--- config.mk ---
export PLATFORM = sky130hd
export DESIGN_NAME = load_store_unit_flat
export DESIGN_NICKNAME = d
export VERILOG_FILES = /design/src/rtl/load_store_unit_if.sv /design/src/rtl/load_store_unit.sv /design/src/flat_wrapper.sv
export SDC_FILE = /design/constraint.sdc
export NUM_CORES = 1
export LEC_CHECK = 0
export ABC_AREA = 1
export CAP_MARGIN = 20
export CORE_MARGIN = 3
export CORE_UTILIZATION = 45
export CTS_BUF_LIST = sky130_fd_sc_hd__clkbuf_16
export DETAILED_ROUTE_END_ITERATION = 7
export PLACE_DENSITY = 0.79
export RECOVER_POWER = 50
export REMOVE_ABC_BUFFERS = 1
export SYNTH_ARGS = -nofsm -noshare
export SYNTH_HDL_FRONTEND = slang
export SYNTH_SLANG_ARGS = --single-unit
--- constraint.sdc ---
create_clock -name clock -period 1.4 [get_ports clock]
set_clock_uncertainty 0.05 [all_clocks]
set_input_delay 0.14 -clock clock [delete_from_list [all_inputs] [get_ports clock]]
set_output_delay 0.14 -clock clock [all_outputs]
set_load 0.02 [all_outputs]
--- src/rtl/load_store_unit_if.sv ---
// Request/response and data_memory bus of the load/store unit.
// master = datapath + data_memory side, slave = load_store_unit.
interface load_store_unit_if;
    logic        req_valid;
    logic        req_ready;
    logic        req_write;
    logic        req_byte;
    logic        req_signed;
    logic [15:0] req_addr;
    logic [15:0] req_wdata;
    logic        resp_valid;
    logic [15:0] resp_rdata;
    logic        resp_error;
    logic        mem_write;
    logic [15:0] mem_address;
    logic [15:0] mem_write_data;
    logic [15:0] mem_read_data;

    modport master (
        output req_valid, req_write, req_byte, req_signed, req_addr, req_wdata,
        output mem_read_data,
        input  req_ready, resp_valid, resp_rdata, resp_error,
        input  mem_write, mem_address, mem_write_data
    );

    modport slave (
        input  req_valid, req_write, req_byte, req_signed, req_addr, req_wdata,
        input  mem_read_data,
        output req_ready, resp_valid, resp_rdata, resp_error,
        output mem_write, mem_address, mem_write_data
    );
endinterface

--- src/rtl/load_store_unit.sv ---
// Load/store front end for a 16-bit word memory with 1-cycle registered reads.
// Optional MISALIGN_TRAP_EN: misaligned word accesses respond with resp_error instead of aligning.
module load_store_unit (
    input  logic             clock,
    input  logic             reset_n,
    load_store_unit_if.slave bus
);
    typedef enum logic [2:0] {
        ST_IDLE,
        ST_RD,
        ST_RDDAT,
        ST_WR,
        ST_RESP
    } state_t;

    state_t      r_state;
    state_t      w_next;

    logic        r_write;
    logic        r_byte;
    logic        r_signed;
    logic [15:0] r_addr;
    logic [7:0]  r_wbyte;
    logic [15:0] r_mem_wdata;
    logic [15:0] r_rdata;

    logic        w_accept;
    logic        w_trap;
    logic [7:0]  w_lane;
    logic [15:0] w_load_val;
    logic [15:0] w_merged;

    assign w_accept = (r_state == ST_IDLE) && bus.req_valid;

`ifdef MISALIGN_TRAP_EN
    logic r_error;
    assign w_trap         = w_accept && !bus.req_byte && bus.req_addr[0];
    assign bus.resp_error = r_error;
`else
    assign w_trap         = 1'b0;
    assign bus.resp_error = 1'b0;
`endif

    // Lane select, extension and read-modify-write merge all work on the word returned in RDDAT.
    assign w_lane     = r_addr[0] ? bus.mem_read_data[15:8] : bus.mem_read_data[7:0];
    assign w_load_val = r_byte ? {{8{r_signed & w_lane[7]}}, w_lane} : bus.mem_read_data;
    assign w_merged   = r_addr[0] ? {r_wbyte, bus.mem_read_data[7:0]}
                                  : {bus.mem_read_data[15:8], r_wbyte};

    assign bus.mem_address    = {1'b0, r_addr[15:1]};
    assign bus.mem_write_data = r_mem_wdata;
    assign bus.resp_rdata     = r_rdata;

    // NOTE: state and data registers use non-blocking assignments so every flop samples pre-edge values.
    always_ff @(posedge clock or negedge reset_n) begin
        if (!reset_n) begin
            r_state <= ST_IDLE;
        end else begin
            r_state <= w_next;
        end
    end

    // NOTE: every combinational output gets a default first, so no path leaves one unassigned (no latch).
    always_comb begin
        w_next         = r_state;
        bus.req_ready  = 1'b0;
        bus.mem_write  = 1'b0;
        bus.resp_valid = 1'b0;
        unique case (r_state)
            ST_IDLE: begin
                bus.req_ready = 1'b1;
                if (w_accept) begin
                    if (w_trap) begin
                        w_next = ST_RESP;
                    end else if (bus.req_write && !bus.req_byte) begin
                        w_next = ST_WR;
                    end else begin
                        w_next = ST_RD;
                    end
                end
            end
            ST_RD: begin
                w_next = ST_RDDAT;
            end
            ST_RDDAT: begin
                w_next = r_write ? ST_WR : ST_RESP;
            end
            ST_WR: begin
                bus.mem_write = 1'b1;
                w_next        = ST_RESP;
            end
            ST_RESP: begin
                bus.resp_valid = 1'b1;
                w_next         = ST_IDLE;
            end
            default: begin
                w_next = ST_IDLE;
            end
        endcase
    end

    always_ff @(posedge clock or negedge reset_n) begin
        if (!reset_n) begin
            r_write     <= 1'b0;
            r_byte      <= 1'b0;
            r_signed    <= 1'b0;
            r_addr      <= '0;
            r_wbyte     <= '0;
            r_mem_wdata <= '0;
            r_rdata     <= '0;
`ifdef MISALIGN_TRAP_EN
            r_error     <= 1'b0;
`endif
        end else begin
            if (w_accept) begin
                r_write  <= bus.req_write;
                r_byte   <= bus.req_byte;
                r_signed <= bus.req_signed;
                r_addr   <= bus.req_addr;
                r_wbyte  <= bus.req_wdata[7:0];
                // Word stores go straight to WR; byte stores overwrite this with the merged word.
                if (bus.req_write) begin
                    r_mem_wdata <= bus.req_wdata;
                end
`ifdef MISALIGN_TRAP_EN
                r_error <= w_trap;
`endif
            end
            if (r_state == ST_RDDAT) begin
                if (r_write) begin
                    r_mem_wdata <= w_merged;
                end else begin
                    r_rdata <= w_load_val;
                end
            end
        end
    end
endmodule

--- src/flat_wrapper.sv ---
// flat-port wrapper written by rule: the top's interface ports become plain ports
module load_store_unit_flat 
  (clock, reset_n, bus_req_valid, bus_req_write, bus_req_byte, bus_req_signed, bus_req_addr, bus_req_wdata, bus_mem_read_data, bus_req_ready, bus_resp_valid, bus_resp_rdata, bus_resp_error, bus_mem_write, bus_mem_address, bus_mem_write_data);
  load_store_unit_if bus_i ();
  input  logic clock;
  input  logic reset_n;
  input wire logic [$bits(bus_i.req_valid)-1:0] bus_req_valid;
  input wire logic [$bits(bus_i.req_write)-1:0] bus_req_write;
  input wire logic [$bits(bus_i.req_byte)-1:0] bus_req_byte;
  input wire logic [$bits(bus_i.req_signed)-1:0] bus_req_signed;
  input wire logic [$bits(bus_i.req_addr)-1:0] bus_req_addr;
  input wire logic [$bits(bus_i.req_wdata)-1:0] bus_req_wdata;
  input wire logic [$bits(bus_i.mem_read_data)-1:0] bus_mem_read_data;
  output wire logic [$bits(bus_i.req_ready)-1:0] bus_req_ready;
  output wire logic [$bits(bus_i.resp_valid)-1:0] bus_resp_valid;
  output wire logic [$bits(bus_i.resp_rdata)-1:0] bus_resp_rdata;
  output wire logic [$bits(bus_i.resp_error)-1:0] bus_resp_error;
  output wire logic [$bits(bus_i.mem_write)-1:0] bus_mem_write;
  output wire logic [$bits(bus_i.mem_address)-1:0] bus_mem_address;
  output wire logic [$bits(bus_i.mem_write_data)-1:0] bus_mem_write_data;
  assign bus_i.req_valid = bus_req_valid;
  assign bus_i.req_write = bus_req_write;
  assign bus_i.req_byte = bus_req_byte;
  assign bus_i.req_signed = bus_req_signed;
  assign bus_i.req_addr = bus_req_addr;
  assign bus_i.req_wdata = bus_req_wdata;
  assign bus_i.mem_read_data = bus_mem_read_data;
  assign bus_req_ready = bus_i.req_ready;
  assign bus_resp_valid = bus_i.resp_valid;
  assign bus_resp_rdata = bus_i.resp_rdata;
  assign bus_resp_error = bus_i.resp_error;
  assign bus_mem_write = bus_i.mem_write;
  assign bus_mem_address = bus_i.mem_address;
  assign bus_mem_write_data = bus_i.mem_write_data;
  load_store_unit u_core (.clock(clock), .reset_n(reset_n), .bus(bus_i));
endmodule
# --- Word level (Yosys, flattened, before mapping) ---
# Cells that the tools add are included.
word_totals:
  mem_bits_ro: 0
  ff_bits: 62
  latch_bits: 0
  out_inout_bits: 52
  mem_bits_rw: 0
  inputBits: 54
  wordCells: 34
  mem_count: 0
classes:
  n_mul: 0
  n_mux: 14
  order_cmp: 0
  addsub: 0
  n_reduce_logical: 5
  div_mod_pow: 0
  n_eq_ne: 5
  bitwise_logic: 2
  shifts: 0
op_table:
  columns: ["cell", "count"]
  rows:
  - ["$mux W16", 6]
  - ["$pmux W3 S4", 1]
  - ["$mux W8", 1]
  - ["$eq A3 B2 Y1 const B", 2]
  - ["$mux W3", 2]
  - ["$eq A3 B1 Y1 const B", 1]
  - ["$eq A3 B3 Y1 const B", 1]
  - ["$logic_not A3 Y1", 1]
  - ["$mux W1", 3]
  - ["$logic_and A1 B1 Y1", 2]
  - ["$mux W2", 1]
  - ["$ne A2 B1 Y1 const B", 1]
  - ["$reduce_and A2 Y1", 1]
  - ["$and A1 B1 Y1", 1]
  - ["$logic_not A1 Y1", 1]
  - ["$not A1 Y1", 1]

# --- Longest topological paths before layout ---
depth:
  ltp_word: 5
  mapped_depth: 7
  mapped_depth_nobuf: 7

# --- Least setup slack after synthesis ---
# OpenSTA, ideal clock, no wires.
synth_timing:
  kind: "register to register"
  start: "register u_core.r_state[1]"
  end: "register u_core.r_mem_wdata[4], in the netlist u_core.bus.mem_write_data[4]"
  required_time_ns: 1.233
  arrival_ns: 1.136
  setup_slack_ns: 0.097
  path_buffers: 1
  period_less_slack_ns: 1.303
  setup_ns: 0.117
  stages_incl_launch_ff: 8
  path_cell_list: "dfrtp_1 nor2_4 nand3_4 inv_2 buf_6 nand2_1 nand3_1 nand2_1"
synth_between:
  elab_chain_cells: 5
  word_cells_on_any_way: 6
  cone_classes: "eq/ne (1); mux (3); reduce/logical (2)"
synth_lines:
  columns: ["element", "line_no", "text"]
  rows:
  - ["from (decl)", "load_store_unit.sv:16", "state_t r_state;"]
  - ["from (signal assigned)", "load_store_unit.sv:59", "r_state <= w_next;"]
  - ["$logic_not A3 Y1", "load_store_unit.sv:33", "assign w_accept = (r_state == ST_IDLE) && bus.req_valid;"]
  - ["$logic_and A1 B1 Y1", "load_store_unit.sv:33", null]
  - ["$mux W16", "load_store_unit.sv:115", "if (w_accept) begin"]
  - ["$mux W16", "load_store_unit.sv:130", "if (r_write) begin"]
  - ["$mux W16 *", "load_store_unit.sv:129", "if (r_state == ST_RDDAT) begin"]
  - ["to (signal assigned)", "load_store_unit.sv:123", "r_mem_wdata <= bus.req_wdata;"]
  - ["to (signal assigned)", "load_store_unit.sv:131", "r_mem_wdata <= w_merged;"]
  - ["to (decl)", "load_store_unit.sv:24", "logic [15:0] r_mem_wdata;"]
# Every way passes the cells marked *; elsewhere a longest branch is shown, timed or not.
# A chain may end at the register's enable or synchronous reset.

# --- Final worst setup path ---
layout_timing:
  start: "register u_core.r_state[0]"
  end: "register u_core.r_mem_wdata[3], in the netlist u_core.bus.mem_write_data[3]"
# The elaborated chain is that of the path after synthesis.

==> out/results.md <==
| Step | Item | Reported |
|---|---|---|
| detailed routing | Count of antenna-violating nets left after detailed routing | 0 |
| power and ir drop | Reported leakage power | 2.57 nW |
| worst setup path | Cell with the largest stage delay on the worst path | sky130_fd_sc_hd__dfrtp_1 |
| global route | Maximum number of pins on one net before global-route repair | 63 |
| worst setup path | CP top delay family | simple AND/OR/NAND/NOR gates |
| worst setup path | Worst-path cell chain | nor2_4 > buf_6 > nand3_4 > clkinv_4 > buf_12 > nand2_2 > nand3_1 > nand2_1 |
| timing | Transition at the pin with the smallest max-transition slack | 860 ps |
| clocking | CTS Sinks | 62 |
| finish | Area overhead of the layout relative to synthesis | 51.5% |
| timing | Headroom to the max-slew limit | 42.7% |
| worst setup path | Crit Reg-Reg Startpoint | u_core.r_state[0] |
| clocking | Clk Tree Root Cell | sky130_fd_sc_hd__clkbuf_16 |
| worst setup path | Internal reg-to-reg setup slack | -30 ps |
| global route | Vias in the first global route | 3079 |
| synthesis | Post-synth design cell area | 3190 sq um |
| finish | Utilization after layout | 70.7% |
| floorplan | Floorplan die width | 90.2 microns |
| timing | Final-report setup violation count | 12 |
| worst setup path | Signal arrival time at the worst endpoint | 1580 ps |
| timing | Achievable frequency | 0.701 GHz |
| power and ir drop | Post-route total power | 10.8 mW |
| synthesis | Syn. warnings | 0 |
| worst setup path | Category of the critical setup timing path | register to register |
| floorplan | Initial Utilization | 46.7% |
| floorplan | Die Footprint | 8130 sq um |
| min path | Worst Hold Launch | bus_req_addr[14] |
| worst setup path | Capture point of the worst reg-to-reg path | u_core.bus.mem_write_data[3] |
| floorplan | I/O pin count | 106 |
| detailed routing | Via Count | 3194 |
| worst setup path | Endpoint of the most critical setup path | u_core.bus.mem_write_data[3] |
| placement | Cell area reported after detailed placement | 4310 sq um |
| worst setup path | Critical Path End Type | register |
| finish | Non-filler instance count after layout | 645 |
| status | Run status | finished, violations left |
| detailed routing | Number of optimization iterations in the first detailed-route pass | 5 |
| finish | Diodes inserted | 0 |
| clocking | Number of buffers inserted during clock tree synthesis | 9 |
| floorplan | Core area | 6830 sq um |
| timing | Count of pins over their slew limit | 0 |
| synthesis | Number of synthesized register bits | 62 |
| worst setup path | Crit path from | u_core.r_state[0] |
| worst setup path | Peak per-stage delay on the critical path | 410 ps |
| floorplan | # rows | 30 |
| global route | Initial antenna violation count | 0 |
| placement | Post-Place Cells | 619 |
| finish | Share of cells above drive strength 1 | 16.8% |
| clocking | Clock tree from TritonCTS | done |
| clocking | Worst-path clk slew | 50 ps |
| power and ir drop | Power density relative to cell area | 2230 nW/um^2 |
| placement | Placed wire-length estimate after detailed placement | 5.93 mm |
| timing | Final critical-path share of the clock period | 102% |
| timing | Hold Worst Slack | 299 ps |
| worst setup path | Critical path depth | 8 |
| power and ir drop | Worst voltage drop across the vdd grid | 1.20 mV |
| synthesis | Number of instances in the synthesized netlist | 433 |
| placement | Post-placement setup slack | -78.3 ps |
| synthesis | Library cells used by synthesis | 19 |
| finish | Final Net Count | 599 |
| detailed routing | Via/cell ratio | 4.95 |
| timing | Hold Vio Cnt, Final | 0 |
| detailed routing | Residual DRC | 0 |
| finish | Number of inserted filler cells in the final layout | 567 |
| worst setup path | Number of buffer and inverter stages on the critical path | 3 |
| run | Max-Cap Viols | 0 |
| placement | RePlAce Congestion | 0.802 |
| synthesis | Average size of a mapped cell | 7.36 sq um |
| worst setup path | Type of origin of the critical path | register |
| global route | Overall overflow remaining after global route | 0 |
| global route | All-layer global routing usage | 21.9% |
| min path | Worst hold path class | input port to register |
| timing | Summed negative setup slack over all endpoints | -121 ps |
| detailed routing | Count of routing violations after the opening detailed-route iteration | 284 |
| global route | Wire length of the first global-routing pass | 14.3 mm |
| finish | Cell area after layout | 4830 sq um |
| worst setup path | Maximum fanout along the worst path | 6 |
| synthesis | Sequential area share after synthesis | 48.7% |
| placement | Number of port buffers | 103 |
| floorplan | Vertical die dimension | 90.2 microns |
| worst setup path | Crit path required time | 1560 ps |
| timing | Crit path time final | 1430 ps |
| timing | Worst setup slack after layout | -26.2 ps |
| clocking | Maximum clock path buffer count | 2 |
| clocking | Clock latency on the worst-skew pair | 320 ps |
| worst setup path | Number of cells traversed by the worst register-to-register path | 8 |
| detailed routing | Wirelength, routed | 9.21 mm |
| status | Violations in the final reports | setup timing |
| timing | Unrepaired setup endpoints after global routing | yes |
| detailed routing | Average wire per standard cell | 14.3 microns |
| clocking | CTS H-Tree Depth | 3 |
==> cell usage after synthesis <==
cell / n / area, sq um
sky130_fd_sc_hd__nand2_4: 1 / 11.3
sky130_fd_sc_hd__nand3_1: 8 / 40.0
sky130_fd_sc_hd__clkbuf_1: 6 / 22.5
sky130_fd_sc_hd__inv_1: 21 / 78.8
sky130_fd_sc_hd__nand3_4: 2 / 35.0
sky130_fd_sc_hd__buf_6: 3 / 33.8
sky130_fd_sc_hd__nand4_1: 1 / 6.26
sky130_fd_sc_hd__nand4_2: 1 / 12.5
sky130_fd_sc_hd__a21oi_1: 12 / 60.1
sky130_fd_sc_hd__buf_2: 6 / 30.0
sky130_fd_sc_hd__nor2_8: 1 / 20.0
sky130_fd_sc_hd__conb_1: 1 / 3.75
sky130_fd_sc_hd__o21ai_0: 29 / 145
sky130_fd_sc_hd__dfrtp_1: 62 / 1550
sky130_fd_sc_hd__buf_4: 20 / 150
sky130_fd_sc_hd__nand2_1: 215 / 807
sky130_fd_sc_hd__nor2_4: 2 / 22.5
sky130_fd_sc_hd__nor2_1: 36 / 135
sky130_fd_sc_hd__inv_2: 6 / 22.5
==> worst min path at each step <==
stage	endpoint	cells after the start
finish	u_core.r_addr[14]	3
global route	u_core.r_addr[4]	3
CTS	u_core.r_addr[4]	3
detailed placement	u_core.bus.resp_rdata[14]	2
global placement	u_core.bus.resp_rdata[15]	2
floorplan	u_core.bus.mem_write_data[0]	0
==> layout by cell type, fill, tap and decap left out, drive strengths merged <==
master,Yosys,layout
clkdlybuf4s50,0,52
nand2,216,216
o21ai,29,29
clkbuf,6,13
inv,27,29
nand3,10,10
dfrtp,62,62
nand4,2,2
dlygate4sd3,0,1
clkinv,0,4
buf,29,31
a21oi,12,12
conb,1,2
nor2,39,39
dlygate4sd2,0,47
==> per-layer routing <==
| layer | vias up | share of wire [%] | track usage, % |
|---|---|---|---|
| li1 | 1534 | - | - |
| met1 | 1495 | 39 | 26.4 |
| met2 | 150 | 50 | 36.0 |
| met3 | 15 | 9.5 | 8.03 |
| met4 | 0 | 1.6 | 7.78 |
| met5 | - | 0 | 0 |
==> sequential cells by signal (all words and copies together), names as in the netlist <==
register / count
u_core.r_signed: 1
u_core.r_addr: 16
u_core.r_write: 1
u_core.r_wbyte: 8
u_core.r_byte: 1
u_core.r_state: 3
u_core.bus.mem_write_data: 16
u_core.bus.resp_rdata: 16
==> power by group <==
group | total [mW] | internal (mW) | switching [mW]
sequential | 3.27 | 2.68 | 0.590
combinational | 5.63 | 2.38 | 3.25
clock | 1.88 | 1.15 | 0.730
total | 10.8 | 6.21 | 4.57
==> layout make-up <==
| class | instances | area, sq um | area share [%] |
|---|---|---|---|
| Clock inverter | 6 | 23.8 | 0.492 |
| Inverter | 27 | 109 | 2.25 |
| Sequential cell | 62 | 1550 | 32.2 |
| Clock buffer | 9 | 225 | 4.66 |
| Multi-Input combinational cell | 310 | 1440 | 29.8 |
| Timing Repair Buffer | 135 | 1360 | 28.1 |
| Tap cell | 96 | 120 | 2.49 |
==> tightest hold or removal path, stage by stage <==
cell	delay, ps
sky130_fd_sc_hd__clkdlybuf4s50_1	390
sky130_fd_sc_hd__nand2_1	60
sky130_fd_sc_hd__nand2_1	40
==> repair_timing <==
action | in CTS | in global routing
gates resized for setup | 61 | 59
buffers inserted | 0 | 6
hold buffers | 1 | 0
setup endpoints to repair | 52 | 40
pin swaps | 0 | 11
endpoints found under the hold margin | 62 | 0
gates cloned | 1 | 3
==> cell families (layout without fill, tap and decap cells) <==
| kind of cell | count (synthesis) | count (layout) | share of synthesized area [%] |
|---|---|---|---|
| and+or+nand+nor | 267 | 267 | 34.2 |
| AOI/OAI and AO/OA | 41 | 41 | 6.44 |
| other | 1 | 2 | 0.118 |
| buffers and inverters | 62 | 177 | 10.6 |
| DFF | 62 | 62 | 48.7 |
Power figures use the tool's default switching activity.
